$ cat src/rtl/alu_pipe.sv
// Two-stage pipelined integer ALU with valid/ready handshakes on both sides and full back-pressure.
// Define ALU_MUL_EN to add an iterative radix-2 shift-add multiplier on opcode 4'b1100.
module alu_pipe #(
  parameter int XLEN = 32
) (
  input  logic            clk,
  input  logic            rst,
  input  logic            in_valid,
  output logic            in_ready,
  input  logic [3:0]      in_op,
  input  logic [XLEN-1:0] in_lhs,
  input  logic [XLEN-1:0] in_rhs,
  output logic            out_valid,
  input  logic            out_ready,
  output logic [XLEN-1:0] out_res,
  output logic [3:0]      out_flags
);

  localparam int SHW = $clog2(XLEN);

  localparam logic [3:0] OP_ADD  = 4'b0000;
  localparam logic [3:0] OP_SLL  = 4'b0001;
  localparam logic [3:0] OP_SLT  = 4'b0010;
  localparam logic [3:0] OP_SLTU = 4'b0011;
  localparam logic [3:0] OP_XOR  = 4'b0100;
  localparam logic [3:0] OP_SRL  = 4'b0101;
  localparam logic [3:0] OP_OR   = 4'b0110;
  localparam logic [3:0] OP_AND  = 4'b0111;
  localparam logic [3:0] OP_SUB  = 4'b1000;
  localparam logic [3:0] OP_SRA  = 4'b1001;
  localparam logic [3:0] OP_ADDU = 4'b1010;
  localparam logic [3:0] OP_SUBU = 4'b1011;

  logic            s1_valid_r;
  logic [3:0]      s1_op_r;
  logic [XLEN-1:0] s1_lhs_r;
  logic [XLEN-1:0] s1_rhs_r;
  logic            s2_valid_r;
  logic [XLEN-1:0] s2_res_r;
  logic [3:0]      s2_flags_r;

  logic            s1_adv_s;
  logic            accept_s;
  logic [XLEN:0]   sum_s;
  logic [XLEN:0]   dif_s;
  logic [SHW-1:0]  shamt_s;
  logic [XLEN-1:0] res_s;
  logic            carry_s;
  logic            ovf_s;
  logic [3:0]      flags_s;

`ifdef ALU_MUL_EN
  localparam logic [3:0]   OP_MUL   = 4'b1100;
  localparam logic [SHW:0] CNT_LAST = (SHW+1)'(XLEN-1);

  typedef enum logic [1:0] {
    MUL_IDLE = 2'b00,
    MUL_BUSY = 2'b01,
    MUL_DONE = 2'b10
  } mul_state_t;

  mul_state_t        mul_state_r;
  mul_state_t        mul_state_s;
  logic [SHW:0]      mul_cnt_r;
  logic [2*XLEN-1:0] mul_acc_r;
  logic [2*XLEN-1:0] mul_mcand_r;
  logic [XLEN-1:0]   mul_mplier_r;
  logic              mul_start_s;

  // Handshake control: a multiply in S1 only advances once its product is complete.
  always_comb begin
    mul_start_s = s1_valid_r && (s1_op_r == OP_MUL);
    s1_adv_s    = s1_valid_r && (!s2_valid_r || out_ready) &&
                  ((s1_op_r != OP_MUL) || (mul_state_r == MUL_DONE));
    in_ready    = (mul_state_r == MUL_IDLE) && (!s1_valid_r || s1_adv_s);
  end

  // Multiplier FSM state register.
  always_ff @(posedge clk) begin
    if (rst) begin
      mul_state_r <= MUL_IDLE;
    end else begin
      mul_state_r <= mul_state_s;
    end
  end

  // Multiplier FSM next state: the first partial product is taken on the IDLE->BUSY edge.
  always_comb begin
    mul_state_s = mul_state_r;
    case (mul_state_r)
      MUL_IDLE: begin
        if (mul_start_s) mul_state_s = MUL_BUSY;
        else             mul_state_s = MUL_IDLE;
      end
      MUL_BUSY: begin
        if (mul_cnt_r == CNT_LAST) mul_state_s = MUL_DONE;
        else                       mul_state_s = MUL_BUSY;
      end
      MUL_DONE: begin
        if (s1_adv_s) mul_state_s = MUL_IDLE;
        else          mul_state_s = MUL_DONE;
      end
      default: mul_state_s = MUL_IDLE;
    endcase
  end

  // Shift-add datapath: one multiplier bit per cycle, XLEN steps in total.
  always_ff @(posedge clk) begin
    if (rst) begin
      mul_cnt_r    <= '0;
      mul_acc_r    <= '0;
      mul_mcand_r  <= '0;
      mul_mplier_r <= '0;
    end else if ((mul_state_r == MUL_IDLE) && mul_start_s) begin
      mul_cnt_r    <= (SHW+1)'(1);
      mul_acc_r    <= s1_rhs_r[0] ? {{XLEN{1'b0}}, s1_lhs_r} : {(2*XLEN){1'b0}};
      mul_mcand_r  <= {{(XLEN-1){1'b0}}, s1_lhs_r, 1'b0};
      mul_mplier_r <= {1'b0, s1_rhs_r[XLEN-1:1]};
    end else if (mul_state_r == MUL_BUSY) begin
      mul_cnt_r    <= mul_cnt_r + (SHW+1)'(1);
      if (mul_mplier_r[0]) mul_acc_r <= mul_acc_r + mul_mcand_r;
      mul_mcand_r  <= mul_mcand_r << 1;
      mul_mplier_r <= mul_mplier_r >> 1;
    end
  end
`else
  // Handshake control; in_ready sees out_ready combinationally so both ends can move in one cycle.
  always_comb begin
    s1_adv_s = s1_valid_r && (!s2_valid_r || out_ready);
    in_ready = !s1_valid_r || s1_adv_s;
  end
`endif

  assign accept_s = in_valid && in_ready;

  // S1 compute: result and flags of the operation held in the operand register.
  always_comb begin
    sum_s   = {1'b0, s1_lhs_r} + {1'b0, s1_rhs_r};
    dif_s   = {1'b0, s1_lhs_r} - {1'b0, s1_rhs_r};
    shamt_s = s1_rhs_r[SHW-1:0];
    res_s   = {XLEN{1'b0}};
    carry_s = 1'b0;
    ovf_s   = 1'b0;
    case (s1_op_r)
      OP_ADD, OP_ADDU: begin
        res_s   = sum_s[XLEN-1:0];
        carry_s = sum_s[XLEN];
        ovf_s   = (s1_lhs_r[XLEN-1] == s1_rhs_r[XLEN-1]) && (sum_s[XLEN-1] != s1_lhs_r[XLEN-1]);
      end
      OP_SUB, OP_SUBU: begin
        // The extra top bit of the widened difference is the unsigned borrow.
        res_s   = dif_s[XLEN-1:0];
        carry_s = dif_s[XLEN];
        ovf_s   = (s1_lhs_r[XLEN-1] != s1_rhs_r[XLEN-1]) && (dif_s[XLEN-1] != s1_lhs_r[XLEN-1]);
      end
      OP_SLL:  res_s = s1_lhs_r << shamt_s;
      OP_SLT:  res_s = {{(XLEN-1){1'b0}}, ($signed(s1_lhs_r) < $signed(s1_rhs_r))};
      OP_SLTU: res_s = {{(XLEN-1){1'b0}}, (s1_lhs_r < s1_rhs_r)};
      OP_XOR:  res_s = s1_lhs_r ^ s1_rhs_r;
      OP_SRL:  res_s = s1_lhs_r >> shamt_s;
      OP_OR:   res_s = s1_lhs_r | s1_rhs_r;
      OP_AND:  res_s = s1_lhs_r & s1_rhs_r;
      OP_SRA:  res_s = XLEN'($signed(s1_lhs_r) >>> shamt_s);
`ifdef ALU_MUL_EN
      OP_MUL: begin
        res_s = mul_acc_r[XLEN-1:0];
        ovf_s = |mul_acc_r[2*XLEN-1:XLEN];
      end
`endif
      default: res_s = {XLEN{1'b0}};
    endcase
    flags_s = {(res_s == {XLEN{1'b0}}), res_s[XLEN-1], carry_s, ovf_s};
  end

  // S1 operand register.
  always_ff @(posedge clk) begin
    if (rst) begin
      s1_valid_r <= 1'b0;
      s1_op_r    <= 4'b0000;
      s1_lhs_r   <= {XLEN{1'b0}};
      s1_rhs_r   <= {XLEN{1'b0}};
    end else if (accept_s) begin
      s1_valid_r <= 1'b1;
      s1_op_r    <= in_op;
      s1_lhs_r   <= in_lhs;
      s1_rhs_r   <= in_rhs;
    end else if (s1_adv_s) begin
      s1_valid_r <= 1'b0;
    end
  end

  // S2 result register; data stays put while the consumer stalls.
  always_ff @(posedge clk) begin
    if (rst) begin
      s2_valid_r <= 1'b0;
      s2_res_r   <= {XLEN{1'b0}};
      s2_flags_r <= 4'b0000;
    end else if (s1_adv_s) begin
      s2_valid_r <= 1'b1;
      s2_res_r   <= res_s;
      s2_flags_r <= flags_s;
    end else if (out_ready) begin
      s2_valid_r <= 1'b0;
    end
  end

  assign out_valid = s2_valid_r;
  assign out_res   = s2_res_r;
  assign out_flags = s2_flags_r;

endmodule

$ cat config.mk
export PLATFORM = sky130hd
export DESIGN_NAME = alu_pipe
export DESIGN_NICKNAME = d
export VERILOG_FILES = /design/src/rtl/alu_pipe.sv
export SDC_FILE = /design/constraint.sdc
export NUM_CORES = 1
export LEC_CHECK = 0
export CORE_ASPECT_RATIO = 1.5
export CORE_MARGIN = 1.5
export CORE_UTILIZATION = 35
export DETAILED_ROUTE_END_ITERATION = 7
export GPL_ROUTABILITY_DRIVEN = 0
export HOLD_SLACK_MARGIN = 0.03
export PLACE_DENSITY = 0.64
export SETUP_SLACK_MARGIN = 0.02
export SKIP_LAST_GASP = 1
export SYNTH_ARGS = -nofsm -noshare
export SYNTH_HDL_FRONTEND = slang
export SYNTH_SLANG_ARGS = --single-unit
$ cat constraint.sdc
create_clock -name clk -period 7.56 [get_ports clk]
set_input_delay 1.134 -clock clk [delete_from_list [all_inputs] [get_ports clk]]
set_output_delay 1.134 -clock clk [all_outputs]
set_load 0.01 [all_outputs]
Word-level counts from Yosys, hierarchy flattened
Cells that the tools add are included.
{"block": "totals", "ff_bits": 106, "inputBits": 72, "out_inout_bits": 38, "wordCells": 53}
{"block": "op_classes", "addsub": 2, "magnitude_cmp": 2, "eq_ne": 15, "n_shift": 3, "mux": 7, "bitwise_logic": 3, "reduce_logical": 14}
{"operator": "$pmux W32 S10", "count": 1}
{"operator": "$lt A32 B32 Y1", "count": 2}
{"operator": "$add A32 B32 Y33", "count": 1}
{"operator": "$sub A32 B32 Y33", "count": 1}
{"operator": "$and A32 B32 Y32", "count": 1}
{"operator": "$logic_not A32 Y1", "count": 1}
{"operator": "$or A32 B32 Y32", "count": 1}
{"operator": "$shl A32 B5 Y32", "count": 1}
{"operator": "$shr A32 B5 Y32", "count": 1}
{"operator": "$sshr A32 B5 Y32", "count": 1}
{"operator": "$xor A32 B32 Y32", "count": 1}
{"operator": "$eq A4 B3 Y1 const B", "count": 4}
{"operator": "$eq A4 B4 Y1 const B", "count": 4}
{"operator": "$eq A4 B2 Y1 const B", "count": 2}
{"operator": "$eq A4 B1 Y1 const B", "count": 1}
{"operator": "$logic_and A1 B1 Y1", "count": 4}
{"operator": "$logic_not A4 Y1", "count": 1}
{"operator": "$mux W1", "count": 4}
{"operator": "$pmux W1 S2", "count": 2}
{"operator": "$reduce_bool A2 Y1", "count": 2}
{"operator": "$reduce_or A2 Y1", "count": 2}
{"operator": "$ne A1 B1 Y1", "count": 3}
{"operator": "$logic_not A1 Y1", "count": 2}
{"operator": "$logic_or A1 B1 Y1", "count": 2}
{"operator": "$eq A1 B1 Y1", "count": 1}

Longest topological paths before layout
{"block": "depth", "word_depth": 6, "mapped_depth": 19, "ltp_nobuf": 15}

Worst setup path before layout
Ideal clock, no wire load.
{"block": "synth_timing", "path_type": "register -> register", "start": "register s1_rhs_r[3]", "end": "register s2_flags_r[3] (netlist: out_flags[3])", "setup_ps": 59, "arrival_ps": 4034, "required_ps": 7501, "setup_slack_ps": 3467, "stages_incl_launch_ff": 18, "n_path_buf": 4, "period_less_slack_ps": 4093, "cell_sequence": "dfxtp_1 > clkbuf_1 > buf_2 > inv_1 > clkbuf_1 > clkbuf_1 > ha_1 > nor2_1 > a2111oi_4 > o21ai_2 > o31ai_2 > a31oi_1 > o31ai_2 > o221a_2 > nor2_1 > a2111oi_0 > nor4bb_1 > a41o_1"}
{"block": "synth_between", "elab_chain_cells": 3, "elab_cells_between_ends": 12, "cone_classes": "add/sub (2); order compare (2); shift (3); mux (1); bitwise (3); reduce/logical (1)"}
{"item": "from (decl)", "line": "37", "source": "logic [XLEN-1:0] s1_rhs_r;"}
{"item": "from (signal assigned)", "line": "181", "source": "s1_rhs_r <= {XLEN{1'b0}};"}
{"item": "from (signal assigned)", "line": "186", "source": "s1_rhs_r <= in_rhs;"}
{"item": "$sub A32 B32 Y33, or another cell as far along", "line": "139", "source": "dif_s = {1'b0, s1_lhs_r} - {1'b0, s1_rhs_r};"}
{"item": "$pmux W32 S10 (*)", "line": "144", "source": "case (s1_op_r)"}
{"item": "$logic_not A32 Y1 (*)", "line": "172", "source": "flags_s = {(res_s == {XLEN{1'b0}}), res_s[XLEN-1], carry_s, ovf_s};"}
{"item": "to (signal assigned)", "line": "201", "source": "s2_flags_r <= flags_s;"}
{"item": "to (decl)", "line": "40", "source": "logic [3:0] s2_flags_r;"}
Every way passes the cells marked *; elsewhere a longest branch is shown, timed or not.
A chain may end at the register's enable or synchronous reset.

Worst setup path in the final report
{"block": "layout_timing", "start": "register s1_rhs_r[1]", "end": "register s2_flags_r[3] (netlist: out_flags[3])"}
Same word-level chain as after synthesis.

==> results.toml <==
[run_status]
status = "complete, no violations"

[power]
p_leak_nw = 5.64
powerDensity_nw_per_um2 = 135
ir_worst_vdd_mv = 0.131
p_int_w = 0.00118
clock_power_share = 0.233
switching_power_w = 0.000930
seqPwrFrac = 0.316
comb_power_share = 0.451
netSwitchingFraction = 0.440

[logic_synthesis]
synth-compound-area-share = 0.283
synth_top_cell_area_share = 0.148
syn-num-nets = 2098
ys_seq_area_frac = 0.148
synth.distinct_cells = 99
postSynthAreaPerCell_um2 = 7.39
syn_area_um2 = 14200
synth-edff-count = 0
yosys_warnings = 0
syn_inst = 1924
netlist_top_cells_count = "nand2_1, a21oi_1, nor2_1"
synth_area_leader_cell = "dfxtp_1"
synth-seq-cells = 105
synthXorXnorAreaFrac = 0.0154
synthTopCellsByArea = "dfxtp_1, ha_1, mux4_2, nand2_1, a21oi_1"
synth_flop_cell = "dfxtp_1"
synthAdderAreaFrac = 0.0909
yosysMostFrequentCell = "nand2_1"
synth_top_family_by_area = "compound AO/OA/AOI/OAI gates"
yosys.area_share.simple = 0.219
synth.area.mux_share = 0.159
synth-async-reset-ratio = 0

[timing]
max_freq_ghz = 0.179
relSlewSlack = 0.137
post-route-min-period_ns = 5.59
tns_ns = 0
final_hold_viol_count = 0
fin_skew_ns = 0.0183
drv_slew = 0
finalCritPeriodShare = 0.739
setup_viol = 0
rsz0062_at_grt = "no"
worst_pin_slew_ns = 1.28

[place]
placed_cell_area_um2 = 15400
dp_hpwl_um = 45600
dp.cells = 2386
portBuffers = 109

[hold_path]
hold_path.class = "reg -> reg"
hold_depth = 2

[clocking]
insertion_delay_ns = 0.41
clk_pin_slew_ns = 0.08
ctsResizeCount = 0
cts_sinks = 105
postCtsSetupRepairBufs = 0
clockRootBuffer = "clkbuf_16"
numCtsBuffers = 9
clock_tree.buffer_depth = 2
ctsHoldBuffers = 0
htreeDepth = 3
tritoncts = "built"

[drt]
wire_per_inst_um = 26.2
dr_total_vias = 16000
wirelength_um = 62900
ant_nets = 0
drc = 0
firstDrtPassIters = 6
vias_per_cell = 6.65
drt_first_iter_violations = 2419

[cells_and_area]
diodes = 0
fin_area_um2 = 15700
stdcell_count = 2402
drive_gt1_frac = 0.0918
final_net_count = 2065
area_growth_pct = 10.2
fillers = 4185

[grt]
grt_pass1_vias = 15200
antenna_found_initial = 1
grt_overflow = 0
grt_usage = 0.297
grt_start_max_net_pins = 74
grt_pass1_wl_um = 93900

[die]
top_level_ports = 110
die_w_um = 168
rows = 90
fp.dieH_um = 250
dieArea_um2 = 41800
core_area_um2 = 40100
initial_core_util = 0.354

[worst_setup_path]
required_ns = 7.90
critPathLaunchType = "register"
path_class = "reg -> reg"
reg2regPathDepth = 13
crit_path_end_kind = "register"
cp.arrival_ns = 5.93
cp_max_fo = 62

[job]
drv_cap = 0
-- power by group through the flow --
stage                     clock [W]  combinational, W  sequential [W]
after global placement            0          0.000892        0.000675
after global routing       0.000524           0.00101        0.000673
after detailed placement          0          0.000901        0.000677
after floorplan                   0          0.000646        0.000629
after CTS                  0.000500          0.000904        0.000664
final                      0.000493          0.000952        0.000668
-- area by class of cell --
type	instances	area, µm²	share of cell area
timing repair buffer	143	1340	0.0858
inverter	97	364	0.0232
clock buffer	10	229	0.0146
clock inverter	6	57.6	0.00367
sequential	105	2110	0.135
multi-input combinational	1535	10900	0.697
tap	506	633	0.0404
-- stage by stage --
stage	utilization	total power, W	hold WS [ns]	setup WS, ns
2_1_floorplan	-	0.00128	0.453	3.47
3_3_place_gp	0.384	0.00157	0.449	2.43
3_5_place_dp	0.384	0.00158	0.452	2.29
4_1_cts	0.391	0.00207	0.464	2.24
5_1_grt	0.391	0.00221	0.491	1.94
6_report	0.391	0.00211	0.461	1.97
-- path summary, 6_finish.rpt --
check                             startpoint      endpoint  slack [ns]
worst min-delay path            out_flags[1]  out_flags[1]        0.46
worst min register to register  out_flags[1]  out_flags[1]        0.46
worst max register to register   s1_rhs_r[1]  out_flags[3]        1.97
worst max-delay path             s1_rhs_r[1]  out_flags[3]        1.97
-- layer usage --
metal	share of wire	GRT usage	wire length (µm)	vias up
met5	0.00014	0	9	-
met4	0.095	0.241	5990	2
met3	0.11	0.0739	6740	358
met2	0.44	0.464	27800	1167
met1	0.36	0.343	22400	7463
li1	-	-	-	6992
-- placed cells by master, fill, tap and decap left out, types with 13 or more instances in the layout --
cell,count
a21o_1,13
xnor2_1,16
nor4_1,14
and3_1,14
buf_4,35
inv_1,94
mux2i_1,54
and2_1,13
nand2_1,278
a22oi_1,14
nor2b_1,23
ha_1,100
o22ai_1,18
nand2b_1,19
clkdlybuf4s50_1,108
o21ai_0,76
nor3_1,43
dfxtp_1,101
o31ai_1,15
mux2_2,28
a211oi_1,56
nor2_1,176
nand4_1,17
a31oi_1,21
a221oi_1,22
nand3_1,28
mux4_2,53
o211ai_1,31
a21oi_1,178
-- cells by family (layout without fill, tap and decap cells) --
logic type / after synthesis / count (layout)
and+or+nand+nor: 677 / 677
AOI/OAI and AO/OA: 587 / 587
buffers and inverters: 284 / 256
muxes: 144 / 144
DFF: 105 / 105
adders and majority gates: 102 / 102
xor gates and xnor gates: 25 / 25
-- registers in the layout (all words and copies together) (netlist names) --
name,flops
out_flags,4
s1_lhs_r,32
s1_valid_r,1
out_valid,1
out_res,31
s1_rhs_r,32
s1_op_r,4
-- critical path: stages (launching register included) --
cell and delay (ns):
dfxtp_4 0.92, inv_2 0.42, fa_1 0.55, nand2b_1 0.22, a2111oi_4 0.47, o21ai_2 0.19, o31ai_2 0.38, a31oi_1 0.22
o31ai_2 0.41, o221a_2 0.26, nor2_1 0.04, a2111oi_0 0.76, nor4bb_1 0.45, a41o_1 0.21
No activity file was read; power rests on OpenSTA's default activity.
